<file path="config.mk">
export PLATFORM = sky130hd
export DESIGN_NAME = exception_ctrl
export DESIGN_NICKNAME = d
export VERILOG_FILES = /design/src/rtl/exception_ctrl_pkg.sv /design/src/rtl/exception_ctrl_exc_priority.sv /design/src/rtl/exception_ctrl.sv
export SDC_FILE = /design/constraint.sdc
export NUM_CORES = 1
export LEC_CHECK = 0
export CAP_MARGIN = 30
export CORE_AREA = 2 2 184 186
export CTS_CLUSTER_DIAMETER = 150
export DETAILED_ROUTE_END_ITERATION = 6
export DIE_AREA = 0 0 186 188
export GPL_ROUTABILITY_DRIVEN = 0
export SLEW_MARGIN = 20
export SYNTH_ARGS = -nofsm -noshare
export SYNTH_HDL_FRONTEND = slang
export SYNTH_HIERARCHICAL = 1
export SYNTH_SLANG_ARGS = --single-unit
export TNS_END_PERCENT = 5
</file>
<file path="constraint.sdc">
create_clock -name clk -period 21.4 [get_ports clk]
set_clock_uncertainty 0.2 [all_clocks]
set_input_delay 4.28 -clock clk [delete_from_list [all_inputs] [get_ports clk]]
set_output_delay 4.28 -clock clk [all_outputs]
set_load 0.005 [all_outputs]
</file>
<file path="src/rtl/exception_ctrl_pkg.sv">
// exception_ctrl_pkg
//   Shared definitions for the non-critical exception sequencer: FSM state
//   encodings, cause codes, grant-vector bit positions and the ESR/MSR bit
//   positions the sequencer writes or clears.
package exception_ctrl_pkg;

    typedef enum logic [2:0] {
        S_IDLE  = 3'd0,
        S_FLUSH = 3'd1,
        S_SAVE  = 3'd2,
        S_REDIR = 3'd3,
        S_ACK   = 3'd4,
        S_RFI   = 3'd5
    } state_t;

    typedef enum logic [1:0] {
        CAUSE_NONE = 2'd0,
        CAUSE_PROG = 2'd1,
        CAUSE_SC   = 2'd2,
        CAUSE_EXT  = 2'd3
    } cause_t;

    // Bit positions inside the one-hot grant vector.
    localparam int GNT_PROG = 0;
    localparam int GNT_SC   = 1;
    localparam int GNT_EXT  = 2;
    localparam int GNT_RFI  = 3;

    // ESR program-exception detail bits.
    localparam int ESR_PIL = 27;
    localparam int ESR_PPR = 26;
    localparam int ESR_PTR = 25;

    // MSR bits cleared on exception entry.
    localparam int MSR_EE = 15;
    localparam int MSR_PR = 14;
    localparam int MSR_IS = 5;
    localparam int MSR_DS = 4;

endpackage

</file>
<file path="src/rtl/exception_ctrl_exc_priority.sv">
// exc_priority
//   Combinational priority encoder for the exception sequencer.
//   Priority: progErr > sysCall > (extInt & MSR.EE & EXT_EN) > rfi.
// Ports:
//   progErr, sysCall, extInt, rfi  in   held request levels
//   msrEE                          in   current MSR[EE]
//   grant                          out  one-hot grant {rfi, ext, sc, prog}
//   cause                          out  cause code of the winning exception
//                                       (CAUSE_NONE for rfi or no request)
module exc_priority
    import exception_ctrl_pkg::*;
#(
    parameter bit EXT_EN = 1'b1
) (
    input  logic       progErr,
    input  logic       sysCall,
    input  logic       extInt,
    input  logic       rfi,
    input  logic       msrEE,
    output logic [3:0] grant,
    output cause_t     cause
);

    always_comb begin
        grant = '0;
        cause = CAUSE_NONE;
        if (progErr) begin
            grant[GNT_PROG] = 1'b1;
            cause           = CAUSE_PROG;
        end else if (sysCall) begin
            grant[GNT_SC] = 1'b1;
            cause         = CAUSE_SC;
        end else if (extInt && msrEE && EXT_EN) begin
            grant[GNT_EXT] = 1'b1;
            cause          = CAUSE_EXT;
        end else if (rfi) begin
            grant[GNT_RFI] = 1'b1;
        end
    end

endmodule

</file>
<file path="src/rtl/exception_ctrl.sv">
// exception_ctrl
//   Non-critical exception sequencer. Services program error, system call
//   and external interrupt requests (flush, save SRR0/SRR1/ESR/MSR, redirect
//   to IVPR/IVOR vector, ack) and the one-cycle rfi return path.
// Ports:
//   clk, rst                       clock, async active-high reset
//   progErr/progErrCode            program-error request and {illegal,priv,trap}
//   sysCall, extInt, rfi           held requests
//   pcCur, pcNext                  PC of excepting / next instruction
//   MSR_in, SRR0_in, SRR1_in       current SPR values
//   IVPR, IVOR4, IVOR6, IVOR8      vector base / offsets
//   progAck/sysAck/extAck/rfiAck   one-cycle acknowledge pulses
//   flush, busy                    pipe kill, sequence in progress
//   *_we / *_wd                    SPR write enables and data
//   npc_we, npc                    fetch redirect
//   dbgState                       current FSM state for observation
//
// Valid/ready handshake: each request is a level held by its source until
// the matching one-cycle ack; the source must drop it at the edge that ends
// the ack cycle. A request is only looked at while the FSM is idle, so
// requests seen during a sequence simply wait for the next idle cycle.
module exception_ctrl
    import exception_ctrl_pkg::*;
#(
    parameter int DW     = 32,
    parameter bit EXT_EN = 1'b1
) (
    input  logic          clk,
    input  logic          rst,
    input  logic          progErr,
    input  logic [2:0]    progErrCode,
    input  logic          sysCall,
    input  logic          extInt,
    input  logic          rfi,
    input  logic [DW-1:0] pcCur,
    input  logic [DW-1:0] pcNext,
    input  logic [DW-1:0] MSR_in,
    input  logic [DW-1:0] SRR0_in,
    input  logic [DW-1:0] SRR1_in,
    input  logic [DW-1:0] IVPR,
    input  logic [DW-1:0] IVOR4,
    input  logic [DW-1:0] IVOR6,
    input  logic [DW-1:0] IVOR8,
    output logic          progAck,
    output logic          sysAck,
    output logic          extAck,
    output logic          rfiAck,
    output logic          flush,
    output logic          busy,
    output logic          SRR0_we,
    output logic          SRR1_we,
    output logic          ESR_we,
    output logic          MSR_we,
    output logic [DW-1:0] SRR0_wd,
    output logic [DW-1:0] SRR1_wd,
    output logic [DW-1:0] ESR_wd,
    output logic [DW-1:0] MSR_wd,
    output logic          npc_we,
    output logic [DW-1:0] npc,
    output logic [2:0]    dbgState
);

    localparam logic [DW-1:0] MSR_CLR_MASK = (DW'(1) << MSR_EE) | (DW'(1) << MSR_PR) |
                                             (DW'(1) << MSR_IS) | (DW'(1) << MSR_DS);

    state_t        state, stateNext;
    logic [3:0]    grant;
    cause_t        cause;
    logic          captureEn;

    cause_t        causeQ;
    logic [DW-1:0] srr0Q, msrQ, esrQ, vecQ;
    logic [DW-1:0] srr0New, esrNew, vecNew;
    logic [11:0]   ivorField;

    logic          progAckNxt, sysAckNxt, extAckNxt, rfiAckNxt;
    logic          flushNxt, busyNxt;
    logic          srr0WeNxt, srr1WeNxt, esrWeNxt, msrWeNxt, npcWeNxt;
    logic [DW-1:0] srr0WdNxt, srr1WdNxt, esrWdNxt, msrWdNxt, npcNxt;

    // Only the vector fields of IVPR/IVORn take part in the target address.
    logic unusedBits;
    assign unusedBits = ^{IVPR[15:0], IVOR4[DW-1:16], IVOR4[3:0],
                          IVOR6[DW-1:16], IVOR6[3:0], IVOR8[DW-1:16], IVOR8[3:0]};

    exc_priority #(.EXT_EN(EXT_EN)) uPrio (
        .progErr (progErr),
        .sysCall (sysCall),
        .extInt  (extInt),
        .rfi     (rfi),
        .msrEE   (MSR_in[MSR_EE]),
        .grant   (grant),
        .cause   (cause)
    );

    // Values captured at the IDLE exit edge.
    always_comb begin
        srr0New = (cause == CAUSE_PROG) ? pcCur : pcNext;
        esrNew  = '0;
        if (cause == CAUSE_PROG) begin
            esrNew[ESR_PIL] = progErrCode[2];
            esrNew[ESR_PPR] = progErrCode[1];
            esrNew[ESR_PTR] = progErrCode[0];
        end
        case (cause)
            CAUSE_PROG: ivorField = IVOR6[15:4];
            CAUSE_SC:   ivorField = IVOR8[15:4];
            default:    ivorField = IVOR4[15:4];
        endcase
        vecNew = {IVPR[DW-1:16], ivorField, 4'b0000};
    end

    always_ff @(posedge clk or posedge rst) begin
        if (rst) begin
            state <= S_IDLE;
        end else begin
            state <= stateNext;
        end
    end

    always_comb begin
        stateNext = state;
        captureEn = 1'b0;
        case (state)
            S_IDLE: begin
                if (grant[GNT_PROG] || grant[GNT_SC] || grant[GNT_EXT]) begin
                    stateNext = S_FLUSH;
                    captureEn = 1'b1;
                end else if (grant[GNT_RFI]) begin
                    stateNext = S_RFI;
                end
            end
            S_FLUSH: stateNext = S_SAVE;
            S_SAVE:  stateNext = S_REDIR;
            S_REDIR: stateNext = S_ACK;
            S_ACK:   stateNext = S_IDLE;
            S_RFI:   stateNext = S_IDLE;
            default: stateNext = S_IDLE;
        endcase
    end

    // Outputs are registered: decode the state being entered so each output
    // lines up with the cycle the FSM spends in that state.
    always_comb begin
        progAckNxt = 1'b0;
        sysAckNxt  = 1'b0;
        extAckNxt  = 1'b0;
        rfiAckNxt  = 1'b0;
        flushNxt   = 1'b0;
        busyNxt    = 1'b0;
        srr0WeNxt  = 1'b0;
        srr1WeNxt  = 1'b0;
        esrWeNxt   = 1'b0;
        msrWeNxt   = 1'b0;
        npcWeNxt   = 1'b0;
        srr0WdNxt  = '0;
        srr1WdNxt  = '0;
        esrWdNxt   = '0;
        msrWdNxt   = '0;
        npcNxt     = '0;
        case (stateNext)
            S_FLUSH: begin
                flushNxt = 1'b1;
                busyNxt  = 1'b1;
            end
            S_SAVE: begin
                busyNxt   = 1'b1;
                srr0WeNxt = 1'b1;
                srr0WdNxt = srr0Q;
                srr1WeNxt = 1'b1;
                srr1WdNxt = msrQ;
                msrWeNxt  = 1'b1;
                msrWdNxt  = msrQ & ~MSR_CLR_MASK;
                if (causeQ == CAUSE_PROG) begin
                    esrWeNxt = 1'b1;
                    esrWdNxt = esrQ;
                end
            end
            S_REDIR: begin
                busyNxt  = 1'b1;
                npcWeNxt = 1'b1;
                npcNxt   = vecQ;
            end
            S_ACK: begin
                busyNxt    = 1'b1;
                progAckNxt = (causeQ == CAUSE_PROG);
                sysAckNxt  = (causeQ == CAUSE_SC);
                extAckNxt  = (causeQ == CAUSE_EXT);
            end
            S_RFI: begin
                busyNxt   = 1'b1;
                flushNxt  = 1'b1;
                msrWeNxt  = 1'b1;
                msrWdNxt  = SRR1_in;
                npcWeNxt  = 1'b1;
                npcNxt    = SRR0_in & ~DW'(3);
                rfiAckNxt = 1'b1;
            end
            default: ;
        endcase
    end

    always_ff @(posedge clk or posedge rst) begin
        if (rst) begin
            causeQ <= CAUSE_NONE;
            srr0Q  <= '0;
            msrQ   <= '0;
            esrQ   <= '0;
            vecQ   <= '0;
        end else if (captureEn) begin
            causeQ <= cause;
            srr0Q  <= srr0New;
            msrQ   <= MSR_in;
            esrQ   <= esrNew;
            vecQ   <= vecNew;
        end
    end

    always_ff @(posedge clk or posedge rst) begin
        if (rst) begin
            progAck <= 1'b0;
            sysAck  <= 1'b0;
            extAck  <= 1'b0;
            rfiAck  <= 1'b0;
            flush   <= 1'b0;
            busy    <= 1'b0;
            SRR0_we <= 1'b0;
            SRR1_we <= 1'b0;
            ESR_we  <= 1'b0;
            MSR_we  <= 1'b0;
            npc_we  <= 1'b0;
            SRR0_wd <= '0;
            SRR1_wd <= '0;
            ESR_wd  <= '0;
            MSR_wd  <= '0;
            npc     <= '0;
        end else begin
            progAck <= progAckNxt;
            sysAck  <= sysAckNxt;
            extAck  <= extAckNxt;
            rfiAck  <= rfiAckNxt;
            flush   <= flushNxt;
            busy    <= busyNxt;
            SRR0_we <= srr0WeNxt;
            SRR1_we <= srr1WeNxt;
            ESR_we  <= esrWeNxt;
            MSR_we  <= msrWeNxt;
            npc_we  <= npcWeNxt;
            SRR0_wd <= srr0WdNxt;
            SRR1_wd <= srr1WdNxt;
            ESR_wd  <= esrWdNxt;
            MSR_wd  <= msrWdNxt;
            npc     <= npcNxt;
        end
    end

    assign dbgState = state;

endmodule

</file>
==> results of run 1 <==
-- through the flow --
step	utilization, %	cell area, um^2	total power, mW	std cells	setup slack (ns)
2_1_floorplan	-	9370	0.997	679	10.36
3_3_place_gp	39.8	13200	1.28	1425	13.81
3_5_place_dp	39.9	13200	1.29	1426	13.77
4_1_cts	42.5	14100	1.75	1474	14.34
5_1_grt	42.5	14100	1.82	1474	14.21
6_report	42.5	14100	1.71	1474	14.40
-- logic make-up (layout without fill, tap and decap cells) --
group,after synthesis,after routing,share of synthesized area (%)
xor+xnor,1,1,0.0946
mux,129,129,15.9
simple gates,115,115,7.19
buf+inv,78,425,5.18
other cells,1,31,0.0405
compound gates,84,84,6.78
fa+ha+maj,2,2,0.270
flops,239,239,64.6
-- state kept, by name, summed over array words and instances (netlist names) --
register  cells
ESR_wd        3
ESR_we        1
MSR_wd       32
MSR_we        1
SRR0_wd      32
SRR1_wd      32
SRR1_we       1
busy          1
causeQ        2
dbgState      3
esrQ          3
extAck        1
flush         1
msrQ         32
npc          30
npc_we        1
progAck       1
rfiAck        1
srr0Q        32
sysAck        1
vecQ         28
-- worst min path at each step --
stage          slack [ns]  cells past startpoint     endpoint
2_1_floorplan        0.24                      1       sysAck
3_3_place_gp         0.25                      1   SRR0_wd[9]
3_5_place_dp         0.26                      1  SRR0_wd[30]
4_1_cts              0.27                      1  SRR0_wd[30]
5_1_grt              0.28                      1  SRR0_wd[10]
6_report             0.26                      1  SRR0_wd[30]
-- final cells by class --
type                    count  area share (%)
inverters                   8           0.267
repair buffers            369            26.3
flip-flops and latches    239            42.5
clock buffers              35            5.38
clock inverters            13           0.703
multi-input cells         362            20.9
well taps                 448            3.99
-- power groups by stage --
stage                     Clock (mW)  Combinational, mW  Sequential [mW]
after floorplan                    0              0.294            0.703
after global placement             0              0.570            0.709
after detailed placement           0              0.578            0.714
after CTS                      0.462              0.580            0.707
after global routing           0.481              0.615            0.726
final                          0.443              0.565            0.705
-- routing by layer --
layer / part of all wire (%) / GRT usage (%)
met5: 0 / 0
met4: 2.5 / 4.30
met3: 8.3 / 4.00
met2: 48 / 22.5
met1: 41 / 16.7
-- critical path, delay by kind of cell --
family	cells	cell delay (ns)
and+or+nand+nor	4	1.18
buffers and inverters	2	1.23
muxes	1	0.42
-- cell usage after synthesis (all sizes together) --
cell type and count:
dfrtp 239, mux2 126, and2 70, buf 58, a21o 28, a22o 28, nand2 20, a22oi 12
clkbuf 12, o21ai 12, nor3 9, inv 8, nor2 5, a21oi 3, mux2i 3, nand3 3
ha 2, nor3b 2, and3 1, conb 1, nand2b 1, nand4bb 1, nor2b 1, o21bai 1
or2 1, or3 1, xnor2 1
==> flow_summary.json, run 1 <==
{
  "period_share_pct": 32.7,
  "syn_avg_cell_area_um2": 14.3,
  "grt.total_usage_pct": 13.5,
  "p_comb_share_pct": 33.0,
  "crit_type": "in -> reg",
  "portBuffers": 361,
  "clkPwrFrac_pct": 25.9,
  "dieHeight_um": 188,
  "cts.clk_slew.worst_paths_ns": 0.06,
  "crit_fanout": 56,
  "startpoint": "MSR_in[15]",
  "dpl.hpwl_um": 16700,
  "cts_root_buffer": "clkbuf_16",
  "internal_power_mw": 1.25,
  "worstRegToRegCells": 4,
  "die_w_um": 186,
  "drcViolationCount": 0,
  "r2r_setup_slack_ns": 18.54,
  "fmax_mhz": 143,
  "cts_tree": "yes",
  "overflow": 0,
  "ff_latch_area_um2": 5980,
  "cts_max_path_buffers": 3,
  "wl_um": 24200,
  "pwr-share-seq_pct": 41.2,
  "post-cts-setup-buffers": 0,
  "fp.coreArea_um2": 33100,
  "num_vias": 6198,
  "multi_input_area_um2": 2930,
  "ys_seq_elements": 239,
  "crit_path_start_kind": "input port",
  "peakVddDrop_mv": 0.0508,
  "syn_to_final_growth_pct": 51.9,
  "diodes": 0,
  "rows": 67,
  "crit_path_end": "vecQ[29]",
  "rsz0062_at_grt": "no",
  "grt_pass1_vias": 6345,
  "htreeDepth": 1,
  "antenna_found_initial": 0,
  "cts_resized": 0,
  "die_area_um2": 35000,
  "holdWs_ns": 0.265,
  "tightest_slew_ns": 0.864,
  "relSlewSlack_pct": 42.4,
  "critPathMaxStageDelay_ns": 0.76,
  "ys_top_cells_by_area": "dfrtp_1, mux2_2, and2_1, buf_4, a22o_1",
  "yosysTopAreaCell": "dfrtp_1",
  "maxCapViolations": 0,
  "swShare_pct": 27.1,
  "nets": 1305,
  "clk_latency_ns": 0.52,
  "ys.warnings.count": 6,
  "hp-start": "srr0Q[30]",
  "r2r-end": "vecQ[29]",
  "synth_cell_type_count": 35,
  "wire_per_inst_um": 16.4,
  "synth_area_um2": 9260,
  "hold_buffers": 0,
  "cts_buffers": 26,
  "finalCriticalPeriod_ns": 7.00,
  "tns_ns": 0,
  "reg2reg_from": "dbgState[1]",
  "grt_pass1_wl_um": 36700,
  "final_cell_mix": "clkdlybuf4s50_1, dfrtp_1, mux2_2",
  "power.switching_mw": 0.464,
  "dr.pass1.iters": 4,
  "required_ns": 21.60,
  "worstPathArrival_ns": 7.20,
  "io_pins": 471,
  "synth_top_area_share_pct": 64.6,
  "fill_cells": 3118,
  "power.density_nw_per_um2": 122,
  "cpMaxStageDelayCell": "buf_4",
  "syn_inst": 649,
  "drt_iter0_markers": 193,
  "finalSetupViolations": 0,
  "hold_violations": 0,
  "start_util_pct": 28.0,
  "hold_path.class": "reg -> reg",
  "cpMostUsedCell": "nor3_1",
  "postRouteAntennaNets": 0,
  "layout_commonest_cell": "clkdlybuf4s50_1",
  "grt_max_degree": 113,
  "clock-sinks": 239,
  "cp-end-kind": "flop",
  "final_layout_size_suffix_gt1_share_pct": 18.2,
  "path_cells": "clkdlybuf4s50_1, nand2_1, nor3_1, nor3_1, nand2b_4, buf_4, mux2_2",
  "synth_seq_area_share_pct": 64.6,
  "outcome": "finished clean",
  "slew_viol_final": 0,
  "cellLeakagePower_nw": 6.36,
  "via_per_inst": 4.20
}
No activity file was read; power rests on OpenSTA's default activity.
==> run 2, diff against run 1 <==
==> constraint.sdc (replaced) <==
create_clock -name clk -period 5.87 [get_ports clk]
set_clock_uncertainty 0.2 [all_clocks]
set_input_delay 1.174 -clock clk [delete_from_list [all_inputs] [get_ports clk]]
set_output_delay 1.174 -clock clk [all_outputs]
set_load 0.005 [all_outputs]
==> run 2 against run 1 <==
- core utilization rose by 0.37 points
- largest power group unchanged
- flip-flop and latch count unchanged
- sequential share of layout area is 0.37 points lower
- worst hold slack lost 0.00057 ns
- register-to-register slack got worse by 15 ns
- power rose to 3.7 times the previous value
- combinational power grew to 3.7 times the previous value
- global-route usage shrank 0.075 points
==> flow_summary.json, run 2 (synthesis gave the netlist of run 1 again) <==
{
  "dpl.hpwl_um": 16900,
  "io_pins": 471,
  "cts.clk_slew.worst_paths_ns": 0.06,
  "dr.pass1.iters": 4,
  "period_share_pct": 58.8,
  "p_total_mw": 6.39,
  "drcViolationCount": 0,
  "layout_commonest_cell": "clkdlybuf4s50_1",
  "postRouteAntennaNets": 0,
  "crit_buf_inv": 2,
  "critPathTopFamily": "buffers and inverters",
  "dpl_cell_area_um2": 13200,
  "grt.total_usage_pct": 13.4,
  "fin_util_pct": 42.8,
  "via_per_inst": 4.20,
  "die_w_um": 186,
  "diodes": 0,
  "tightest_slew_ns": 0.754,
  "wl_um": 24200,
  "hold_violations": 0,
  "overflow": 0,
  "cp-end-kind": "flop",
  "cellLeakagePower_nw": 6.42,
  "syn_to_final_growth_pct": 53.2,
  "portBuffers": 361,
  "hold_path.class": "reg -> reg",
  "rsz0062_at_grt": "no",
  "final_cell_mix": "clkdlybuf4s50_1, dfrtp_1, mux2_2",
  "finalSetupViolations": 0,
  "crit_path_start_kind": "input port",
  "drt_iter0_markers": 246,
  "fin_ws_ns": 2.42,
  "dpl_worst_slack_ns": 1.77,
  "grt_max_degree": 137,
  "antenna_found_initial": 0,
  "htreeDepth": 1,
  "hold_buffers": 0,
  "fp.coreArea_um2": 33100,
  "cts_root_buffer": "clkbuf_16",
  "crit_fanout": 28,
  "cts_buffers": 27,
  "tns_ns": 0,
  "cts_max_path_buffers": 3,
  "cts_resized": 0,
  "peakVddDrop_mv": 0.215,
  "power.density_nw_per_um2": 450,
  "cpMaxStageDelayCell": "ha_2",
  "maxCapViolations": 0,
  "final_layout_size_suffix_gt1_share_pct": 18.3,
  "dieHeight_um": 188,
  "num_vias": 6189,
  "rows": 67,
  "crit_type": "in -> reg",
  "worstPathArrival_ns": 3.65,
  "slew_viol_final": 0,
  "wire_per_inst_um": 16.4,
  "required_ns": 6.07,
  "clock-sinks": 239,
  "grt_pass1_wl_um": 36500,
  "cts_tree": "yes",
  "relSlewSlack_pct": 49.7,
  "fmax_mhz": 290,
  "fin_area_um2": 14200,
  "grt_pass1_vias": 6363,
  "clk_latency_ns": 0.52,
  "start_util_pct": 28.0,
  "nets": 1307,
  "critPathMaxStageDelay_ns": 0.72,
  "finalCriticalPeriod_ns": 3.45,
  "outcome": "finished clean",
  "path_cells": "clkdlybuf4s50_1, nand2_1, o21bai_1, ha_2, buf_16, mux2_2, mux2_4",
  "die_area_um2": 35000,
  "post-cts-setup-buffers": 0
}
[run 2: changes by cell type in the layout (fill, tap and decap cells not counted), moves of 2 or more]
cell       change
clkinv_2       -4
buf_12         +3
buf_4          -2
bufinv_16      +2
clkbuf_8       +5
[run 2: path summary, 6_finish.rpt]
check / endpoint / slack [ns] / start / cells past startpoint
setup / recovery: srr0Q[14] / 2.42 / MSR_in[15] / 7
hold / removal: SRR0_wd[7] / 0.26 / srr0Q[7] / 1
setup reg to reg: MSR_wd[17] / 3.35 / dbgState[2] / 5
hold reg to reg: SRR0_wd[7] / 0.26 / srr0Q[7] / 1
max in group asynchronous: SRR0_wd[8] / 3.85 / rst / 3
min in group asynchronous: vecQ[19] / 0.98 / rst / 3
[run 2: final cells by class]
| cell class | instances | area (um^2) |
|---|---|---|
| clock buffers | 39 | 821 |
| well taps | 448 | 561 |
| repair buffers | 370 | 3740 |
| inverters | 8 | 33.8 |
| clock inverters | 8 | 115 |
| fillers | 3074 | 18900 |
| multi-input cells | 362 | 2930 |
| flip-flops and latches | 239 | 5980 |
[run 2: worst register-to-register path, stage by stage, from the launching register on]
cell and delay [ns]:
dfrtp_1 0.54, nor3_4 0.32, nand3_1 0.18, inv_2 0.56, buf_4 0.45, a21o_1 0.21
[run 2: per-layer routing]
metal	wire, um	track usage (%)	share of wire (%)	vias up
met3	2380	4.84	9.8	36
li1	-	-	-	2876
met1	9330	15.4	39	3031
met5	0	0	0	-
met4	466	3.51	1.9	0
met2	12000	23.5	50	246
[run 2: through the flow]
stage	hold slack (ns)	cells
finish	0.264	1474
global route	0.291	1474
CTS	0.268	1474
detailed placement	0.259	1427
global placement	0.253	1426
floorplan	0.241	679
[run 2: report_power, final]
| part | switching [mW] | internal (mW) | total (mW) |
|---|---|---|---|
| registers | 0.266 | 2.30 | 2.57 |
| logic | 0.761 | 1.32 | 2.08 |
| clock network | 0.649 | 1.09 | 1.74 |
| total | 1.68 | 4.71 | 6.39 |
